## src/rtl/pe_pkg.sv

```systemverilog
// rtl/pe_pkg.sv - shared state encoding and index-width helpers for the row-stationary PE
package pe_pkg;

    typedef enum logic [2:0] {
        S_IDLE,
        S_LOAD_I,
        S_LOAD_W,
        S_MAC,
        S_PSUM,
        S_EMIT,
        S_DONE
    } pe_state_e;

    // Width of an index into n entries, never below one bit.
    function automatic int idx_w(input int n);
        return (n > 1) ? $clog2(n) : 1;
    endfunction

    localparam int IACT_LEN_DEF = 5;
    localparam int KER_LEN_DEF  = 3;
    localparam int STRIDE_DEF   = 1;
    localparam int OUT_LEN_DEF  = (IACT_LEN_DEF - KER_LEN_DEF) / STRIDE_DEF + 1;
    localparam int IACT_IDX_W   = idx_w(IACT_LEN_DEF);
    localparam int KER_IDX_W    = idx_w(KER_LEN_DEF);
    localparam int OUT_IDX_W    = idx_w(OUT_LEN_DEF);

endpackage

```

## src/rtl/pe_row_conv_if.sv

```systemverilog
// rtl/pe_row_conv_if.sv - control and valid/ready data bundle between PE and its feeders
interface pe_row_conv_if #(
    parameter int D_WIDTH   = 16,
    parameter int ACC_WIDTH = 32
);
    logic                 start;
    logic                 acc_psum;
    logic                 keep_weight;
    logic                 iact_valid;
    logic                 iact_ready;
    logic [D_WIDTH-1:0]   iact_data;
    logic                 w_valid;
    logic                 w_ready;
    logic [D_WIDTH-1:0]   w_data;
    logic                 psum_in_valid;
    logic                 psum_in_ready;
    logic [ACC_WIDTH-1:0] psum_in_data;
    logic                 psum_out_valid;
    logic                 psum_out_ready;
    logic [ACC_WIDTH-1:0] psum_out_data;
    logic                 busy;
    logic                 done;

    modport master (
        output start, acc_psum, keep_weight,
        output iact_valid, iact_data, input iact_ready,
        output w_valid, w_data, input w_ready,
        output psum_in_valid, psum_in_data, input psum_in_ready,
        input psum_out_valid, psum_out_data, output psum_out_ready,
        input busy, done
    );

    modport slave (
        input start, acc_psum, keep_weight,
        input iact_valid, iact_data, output iact_ready,
        input w_valid, w_data, output w_ready,
        input psum_in_valid, psum_in_data, output psum_in_ready,
        output psum_out_valid, psum_out_data, input psum_out_ready,
        output busy, done
    );
endinterface

```

## src/rtl/pe_spad_rf.sv

```systemverilog
// rtl/pe_spad_rf.sv - scratchpad register file, one sync write port and one async read port
module pe_spad_rf
    import pe_pkg::*;
#(
    parameter int DEPTH = 5,
    parameter int WIDTH = 16
) (
    input  logic                    clk,
    input  logic                    we,
    input  logic [idx_w(DEPTH)-1:0] waddr,
    input  logic [WIDTH-1:0]        wdata,
    input  logic [idx_w(DEPTH)-1:0] raddr,
    output logic [WIDTH-1:0]        rdata
);
    logic [WIDTH-1:0] mem [DEPTH];

    // Contents are don't-care after reset, so the array carries no reset.
    always_ff @(posedge clk) begin
        if (we) mem[waddr] <= wdata;
    end

    assign rdata = mem[raddr];
endmodule

```

## src/rtl/pe_row_conv.sv

```systemverilog
// rtl/pe_row_conv.sv - row-stationary PE: buffers an iact row and a kernel row, then
// runs a strided 1-D convolution with one signed MAC per cycle and optional psum add
module pe_row_conv
    import pe_pkg::*;
#(
    parameter int D_WIDTH   = 16,
    parameter int ACC_WIDTH = 32,
    parameter int IACT_LEN  = 5,
    parameter int KER_LEN   = 3,
    parameter int STRIDE    = 1
) (
    input  logic         clk,
    input  logic         rst_n,
    pe_row_conv_if.slave bus
);
    localparam int OUT_LEN = (IACT_LEN - KER_LEN) / STRIDE + 1;
    localparam int IW      = idx_w(IACT_LEN);
    localparam int KW      = idx_w(KER_LEN);
    localparam int OW      = idx_w(OUT_LEN);

    if (KER_LEN > IACT_LEN || ACC_WIDTH < 2 * D_WIDTH) begin : g_param_check
        $error("pe_row_conv: KER_LEN must be <= IACT_LEN and ACC_WIDTH >= 2*D_WIDTH");
    end

    pe_state_e                    state;
    logic                         acc_psum_q;
    logic                         keep_q;
    logic                         w_held;
    logic [IW-1:0]                ld_idx;
    logic [KW-1:0]                k;
    logic [OW-1:0]                out_idx;
    logic signed [ACC_WIDTH-1:0]  acc;

    logic [D_WIDTH-1:0]           iact_rd;
    logic [D_WIDTH-1:0]           w_rd;
    logic [IW-1:0]                iact_raddr;
    logic signed [2*D_WIDTH-1:0]  prod;
    logic signed [ACC_WIDTH-1:0]  prod_ext;

    assign iact_raddr = IW'(int'(out_idx) * STRIDE + int'(k));

    pe_spad_rf #(.DEPTH(IACT_LEN), .WIDTH(D_WIDTH)) iact_spad (
        .clk   (clk),
        .we    (state == S_LOAD_I && bus.iact_valid),
        .waddr (ld_idx),
        .wdata (bus.iact_data),
        .raddr (iact_raddr),
        .rdata (iact_rd)
    );

    pe_spad_rf #(.DEPTH(KER_LEN), .WIDTH(D_WIDTH)) w_spad (
        .clk   (clk),
        .we    (state == S_LOAD_W && bus.w_valid),
        .waddr (KW'(ld_idx)),
        .wdata (bus.w_data),
        .raddr (k),
        .rdata (w_rd)
    );

    assign prod     = $signed(iact_rd) * $signed(w_rd);
    assign prod_ext = ACC_WIDTH'(prod);

    // Handshake outputs depend on the registered state only.
    assign bus.iact_ready     = (state == S_LOAD_I);
    assign bus.w_ready        = (state == S_LOAD_W);
    assign bus.psum_in_ready  = (state == S_PSUM);
    assign bus.psum_out_valid = (state == S_EMIT);
    assign bus.psum_out_data  = acc;
    assign bus.busy           = (state != S_IDLE);
    assign bus.done           = (state == S_DONE);

    always_ff @(posedge clk or negedge rst_n) begin
        if (!rst_n) begin
            state      <= S_IDLE;
            acc_psum_q <= 1'b0;
            keep_q     <= 1'b0;
            w_held     <= 1'b0;
            ld_idx     <= '0;
            k          <= '0;
            out_idx    <= '0;
            acc        <= '0;
        end else begin
            case (state)
                S_IDLE: if (bus.start) begin
                    acc_psum_q <= bus.acc_psum;
                    keep_q     <= bus.keep_weight;
                    out_idx    <= '0;
                    ld_idx     <= '0;
                    state      <= S_LOAD_I;
                end
                S_LOAD_I: if (bus.iact_valid) begin
                    ld_idx <= ld_idx + 1'b1;
                    if (ld_idx == IW'(IACT_LEN - 1)) begin
                        ld_idx <= '0;
                        k      <= '0;
                        state  <= (keep_q && w_held) ? S_MAC : S_LOAD_W;
                    end
                end
                S_LOAD_W: if (bus.w_valid) begin
                    ld_idx <= ld_idx + 1'b1;
                    if (ld_idx == IW'(KER_LEN - 1)) begin
                        ld_idx <= '0;
                        k      <= '0;
                        w_held <= 1'b1;
                        state  <= S_MAC;
                    end
                end
                S_MAC: begin
                    acc <= (k == '0) ? prod_ext : acc + prod_ext;
                    k   <= k + 1'b1;
                    if (k == KW'(KER_LEN - 1)) begin
                        k     <= '0;
                        state <= acc_psum_q ? S_PSUM : S_EMIT;
                    end
                end
                S_PSUM: if (bus.psum_in_valid) begin
                    acc   <= acc + $signed(bus.psum_in_data);
                    state <= S_EMIT;
                end
                S_EMIT: if (bus.psum_out_ready) begin
                    if (out_idx == OW'(OUT_LEN - 1)) begin
                        state <= S_DONE;
                    end else begin
                        out_idx <= out_idx + 1'b1;
                        state   <= S_MAC;
                    end
                end
                S_DONE:  state <= S_IDLE;
                default: state <= S_IDLE;
            endcase
        end
    end
endmodule

```

## src/flat_wrapper.sv

```systemverilog
// flat-port wrapper written by rule: the top's interface ports become plain ports
module pe_row_conv_flat import pe_pkg::*;
#(
    parameter int D_WIDTH   = 16,
    parameter int ACC_WIDTH = 32,
    parameter int IACT_LEN  = 5,
    parameter int KER_LEN   = 3,
    parameter int STRIDE    = 1
)
  (clk, rst_n, bus_start, bus_acc_psum, bus_keep_weight, bus_iact_valid, bus_iact_data, bus_iact_ready, bus_w_valid, bus_w_data, bus_w_ready, bus_psum_in_valid, bus_psum_in_data, bus_psum_in_ready, bus_psum_out_valid, bus_psum_out_data, bus_psum_out_ready, bus_busy, bus_done);
  pe_row_conv_if #(.D_WIDTH(D_WIDTH), .ACC_WIDTH(ACC_WIDTH)) bus_i ();
  input  logic clk;
  input  logic rst_n;
  input wire logic [$bits(bus_i.start)-1:0] bus_start;
  input wire logic [$bits(bus_i.acc_psum)-1:0] bus_acc_psum;
  input wire logic [$bits(bus_i.keep_weight)-1:0] bus_keep_weight;
  input wire logic [$bits(bus_i.iact_valid)-1:0] bus_iact_valid;
  input wire logic [$bits(bus_i.iact_data)-1:0] bus_iact_data;
  output wire logic [$bits(bus_i.iact_ready)-1:0] bus_iact_ready;
  input wire logic [$bits(bus_i.w_valid)-1:0] bus_w_valid;
  input wire logic [$bits(bus_i.w_data)-1:0] bus_w_data;
  output wire logic [$bits(bus_i.w_ready)-1:0] bus_w_ready;
  input wire logic [$bits(bus_i.psum_in_valid)-1:0] bus_psum_in_valid;
  input wire logic [$bits(bus_i.psum_in_data)-1:0] bus_psum_in_data;
  output wire logic [$bits(bus_i.psum_in_ready)-1:0] bus_psum_in_ready;
  output wire logic [$bits(bus_i.psum_out_valid)-1:0] bus_psum_out_valid;
  output wire logic [$bits(bus_i.psum_out_data)-1:0] bus_psum_out_data;
  input wire logic [$bits(bus_i.psum_out_ready)-1:0] bus_psum_out_ready;
  output wire logic [$bits(bus_i.busy)-1:0] bus_busy;
  output wire logic [$bits(bus_i.done)-1:0] bus_done;
  assign bus_i.start = bus_start;
  assign bus_i.acc_psum = bus_acc_psum;
  assign bus_i.keep_weight = bus_keep_weight;
  assign bus_i.iact_valid = bus_iact_valid;
  assign bus_i.iact_data = bus_iact_data;
  assign bus_iact_ready = bus_i.iact_ready;
  assign bus_i.w_valid = bus_w_valid;
  assign bus_i.w_data = bus_w_data;
  assign bus_w_ready = bus_i.w_ready;
  assign bus_i.psum_in_valid = bus_psum_in_valid;
  assign bus_i.psum_in_data = bus_psum_in_data;
  assign bus_psum_in_ready = bus_i.psum_in_ready;
  assign bus_psum_out_valid = bus_i.psum_out_valid;
  assign bus_psum_out_data = bus_i.psum_out_data;
  assign bus_i.psum_out_ready = bus_psum_out_ready;
  assign bus_busy = bus_i.busy;
  assign bus_done = bus_i.done;
  pe_row_conv #(.D_WIDTH(D_WIDTH), .ACC_WIDTH(ACC_WIDTH), .IACT_LEN(IACT_LEN), .KER_LEN(KER_LEN), .STRIDE(STRIDE)) u_core (.clk(clk), .rst_n(rst_n), .bus(bus_i));
endmodule
```

## config.mk

```make
export PLATFORM = sky130hd
export DESIGN_NAME = pe_row_conv_flat
export DESIGN_NICKNAME = d
export VERILOG_FILES = /design/src/rtl/pe_pkg.sv /design/src/rtl/pe_row_conv_if.sv /design/src/rtl/pe_spad_rf.sv /design/src/rtl/pe_row_conv.sv /design/src/flat_wrapper.sv
export SDC_FILE = /design/constraint.sdc
export NUM_CORES = 1
export LEC_CHECK = 0
export ABC_AREA = 1
export ABC_CLOCK_PERIOD_IN_PS = 11200
export CAP_MARGIN = 20
export CORE_ASPECT_RATIO = 1.2
export CORE_MARGIN = 2
export CORE_UTILIZATION = 30
export CTS_CLUSTER_SIZE = 25
export DETAILED_ROUTE_END_ITERATION = 8
export DONT_BUFFER_PORTS = 1
export SKIP_CTS_REPAIR_TIMING = 1
export SLEW_MARGIN = 20
export SYNTH_ARGS = -nofsm -noshare
export SYNTH_HDL_FRONTEND = slang
export SYNTH_SLANG_ARGS = --single-unit
```

## constraint.sdc

```tcl
create_clock -name clk -period 11.2 [get_ports clk]
set_input_delay 2.24 -clock clk [delete_from_list [all_inputs] [get_ports clk]]
set_output_delay 2.24 -clock clk [all_outputs]
set_load 0.03 [all_outputs]
```

==> results.yml <==
die:
  die_w_um: 251
  coreArea_mm2: 0.0724
  num_io_pins: 111
  die_y_um: 300
  rows: 108
  die_area_mm2: 0.0754
  start_util: 0.303
clock_tree:
  cts.htree.levels: 4
  cts_buffers: 17
  cts.reportedPaths.clkPinSlew_ns: 0.08
  cts_tree: "yes"
  cts_sinks: 173
  ctsLongestPathBuffers: 2
  root_buffer: "clkbuf_16"
  clk-insertion-delay-late_ns: 0.47
logic_synthesis:
  yosysTopAreaCellShare: 0.241
  synth_largest_area_cell: "fa_1"
  yosys-top-cells-count: "nand2_1 (664), inv_1 (520), nor2_1 (301), fa_1 (265), ha_1 (152)"
  synth_nets: 3260
  avgSynthCellArea_um2: 7.93
  synth_edf_count: 128
  synth.area.top_cells: "fa_1 (24%), edfxtp_1 (17%), nand2_1 (11%), inv_1 (8.9%), ha_1 (8.7%)"
  ys_types: 54
  async_reset_ff_frac: 0.260
  synth_area_mm2: 0.0220
  postSynthCellCount: 2770
  seq_area_frac_synth: 0.226
  synth_flop_cell: "edfxtp_1"
  synth-seq-cells: 173
  yosysWarnings: 0
  synth.most_common_cell: "nand2_1"
timing:
  timing_hold_violations_final: 0
  setup_viol: 0
  max_freq_ghz: 0.0966
  rsz0062_at_grt: "false"
  fin_setup_tns_ns: 0
  report.final.slew_viol_count: 0
  period_share: 0.925
  fin_skew_ns: 0.0188
  worst_pin_slew_ns: 1.08
  period_needed_ns: 10.36
  slew-limit-headroom: 0.282
finish:
  drive_gt1_frac: 0.0484
  nNetsFinal: 3245
  area_growth_pct: 7.82
  fin_area_mm2: 0.0237
  num_antenna_cells: 0
  fillerInstances: 7734
worst_setup_path:
  worst-r2r-setup-slack_ns: 0.84
  critical_path_class: "flop to flop"
  cp_data_required_time_ns: 11.55
  cp.arrival_ns: 10.71
  start_kind: "flop"
  path_max_fanout: 31
  crit_top_cell: "nand2_1"
  cp-end-kind: "flop"
  slowest_stage: "inv_1"
  cp_slowest_stage_delay_ns: 0.79
drt:
  avgRoutedWirePerCell_um: 17.8
  drc_errors: 0
  via_count: 18400
  drtPass1Iterations: 6
  ant_nets: 0
  via_per_inst: 4.96
  drt-total-wl_um: 66000
  first_iter_violations: 1273
placed_design:
  portBuffers: 0
  place_congestion: 0.985
  dpl_cell_area_mm2: 0.0231
  dp_hpwl_um: 55200
global_route:
  grt_use_total: 0.180
  grt_pass1_vias: 19400
  grt_max_degree: 50
  grt_pass1_wl_um: 106000
  antenna_found_initial: 1
  globalRoute.totalOverflow: 0
status:
  status: "finished, final reports clean"
min_path:
  hold_class: "flop to flop"
job:
  cap_violations: 0
[area by class of cell]
cell class | instances | area (um^2) | share of cell area
multi-input cells | 2005 | 14700 | 0.623
flip-flops and latches | 173 | 4970 | 0.210
inverters | 537 | 2020 | 0.0851
well taps | 935 | 1170 | 0.0494
clock buffers | 17 | 425 | 0.0180
clock inverters | 15 | 196 | 0.00829
repair buffers | 21 | 165 | 0.00697
[cells by family after synthesis]
group,after synthesis,synth area share
xor+xnor,43,0.0175
simple gates,1239,0.236
flops,173,0.226
fa+ha+maj,417,0.328
buf+inv,592,0.105
mux,2,0.00102
compound gates,304,0.0859
[worst paths after layout]
check / start / endpoint / cells after the start
worst min-delay path: u_core.w_held / u_core.w_held / 1
min in group asynchronous: rst_n / u_core.w_held / 0
worst max register to register: u_core.k[0] / u_core.bus.psum_out_data[25] / 38
max in group asynchronous: rst_n / u_core.bus.psum_out_data[25] / 0
worst min register to register: u_core.w_held / u_core.w_held / 1
worst max-delay path: u_core.k[0] / u_core.bus.psum_out_data[25] / 38
[metrics by stage]
step	setup slack [ns]	std cells	hold slack, ns	utilization
2_1_floorplan	3.19	2770	0.441	-
3_3_place_gp	0.914	3670	0.472	0.318
3_5_place_dp	0.872	3670	0.467	0.318
4_1_cts	0.833	3702	0.494	0.327
5_1_grt	0.115	3703	0.518	0.327
6_report	0.843	3703	0.494	0.327
[sequential cells by signal, summed over array words and instances (netlist names)]
name and flops:
u_core.keep_q 1, u_core.w_spad.mem 48, u_core.bus.psum_out_data 32, u_core.k 2
u_core.acc_psum_q 1, u_core.out_idx 2, u_core.w_held 1, u_core.iact_spad.mem 80
u_core.state 3, u_core.ld_idx 3
[per-layer routing]
metal  track usage  routed length (um)  vias to the layer above  part of all wire
met1         0.202               25100                     8864              0.38
met4         0.110                4400                        0             0.067
met3        0.0170                2850                      198             0.043
met5             0                   0                        -                 0
met2         0.331               33600                      595              0.51
li1              -                   -                     8700                 -
[cells in the final DEF, fill, tap and decap left out, types with 12 or more instances in the layout]
cell type | netlist | layout
a21oi_1 | 126 | 126
a32o_1 | 15 | 15
buf_4 | 8 | 20
clkbuf_16 | 0 | 17
dfrtp_1 | 45 | 45
edfxtp_1 | 128 | 128
fa_1 | 265 | 265
ha_1 | 152 | 152
inv_1 | 520 | 520
nand2_1 | 664 | 664
nand2_2 | 12 | 12
nand3_1 | 149 | 149
nand4_1 | 28 | 28
nor2_1 | 301 | 301
nor3_1 | 18 | 14
o21a_1 | 17 | 17
o21ai_0 | 54 | 54
o21ai_2 | 14 | 14
o21bai_1 | 18 | 18
o22a_1 | 15 | 15
xnor2_1 | 14 | 14
xor2_1 | 28 | 28
[worst max-delay path: cells and delay by family (launching register included)]
kind / cells / cell delay (ns)
flip-flops: 1 / 0.44
AO/OA/AOI/OAI: 2 / 0.35
buffers and inverters: 5 / 1.49
adder cells (fa/ha/maj): 10 / 4.44
AND/OR/NAND/NOR: 21 / 3.50
Power is left out: the tool's default activity adds up to more than one toggle a clock period on the data nets, which glitch-free logic cannot reach.
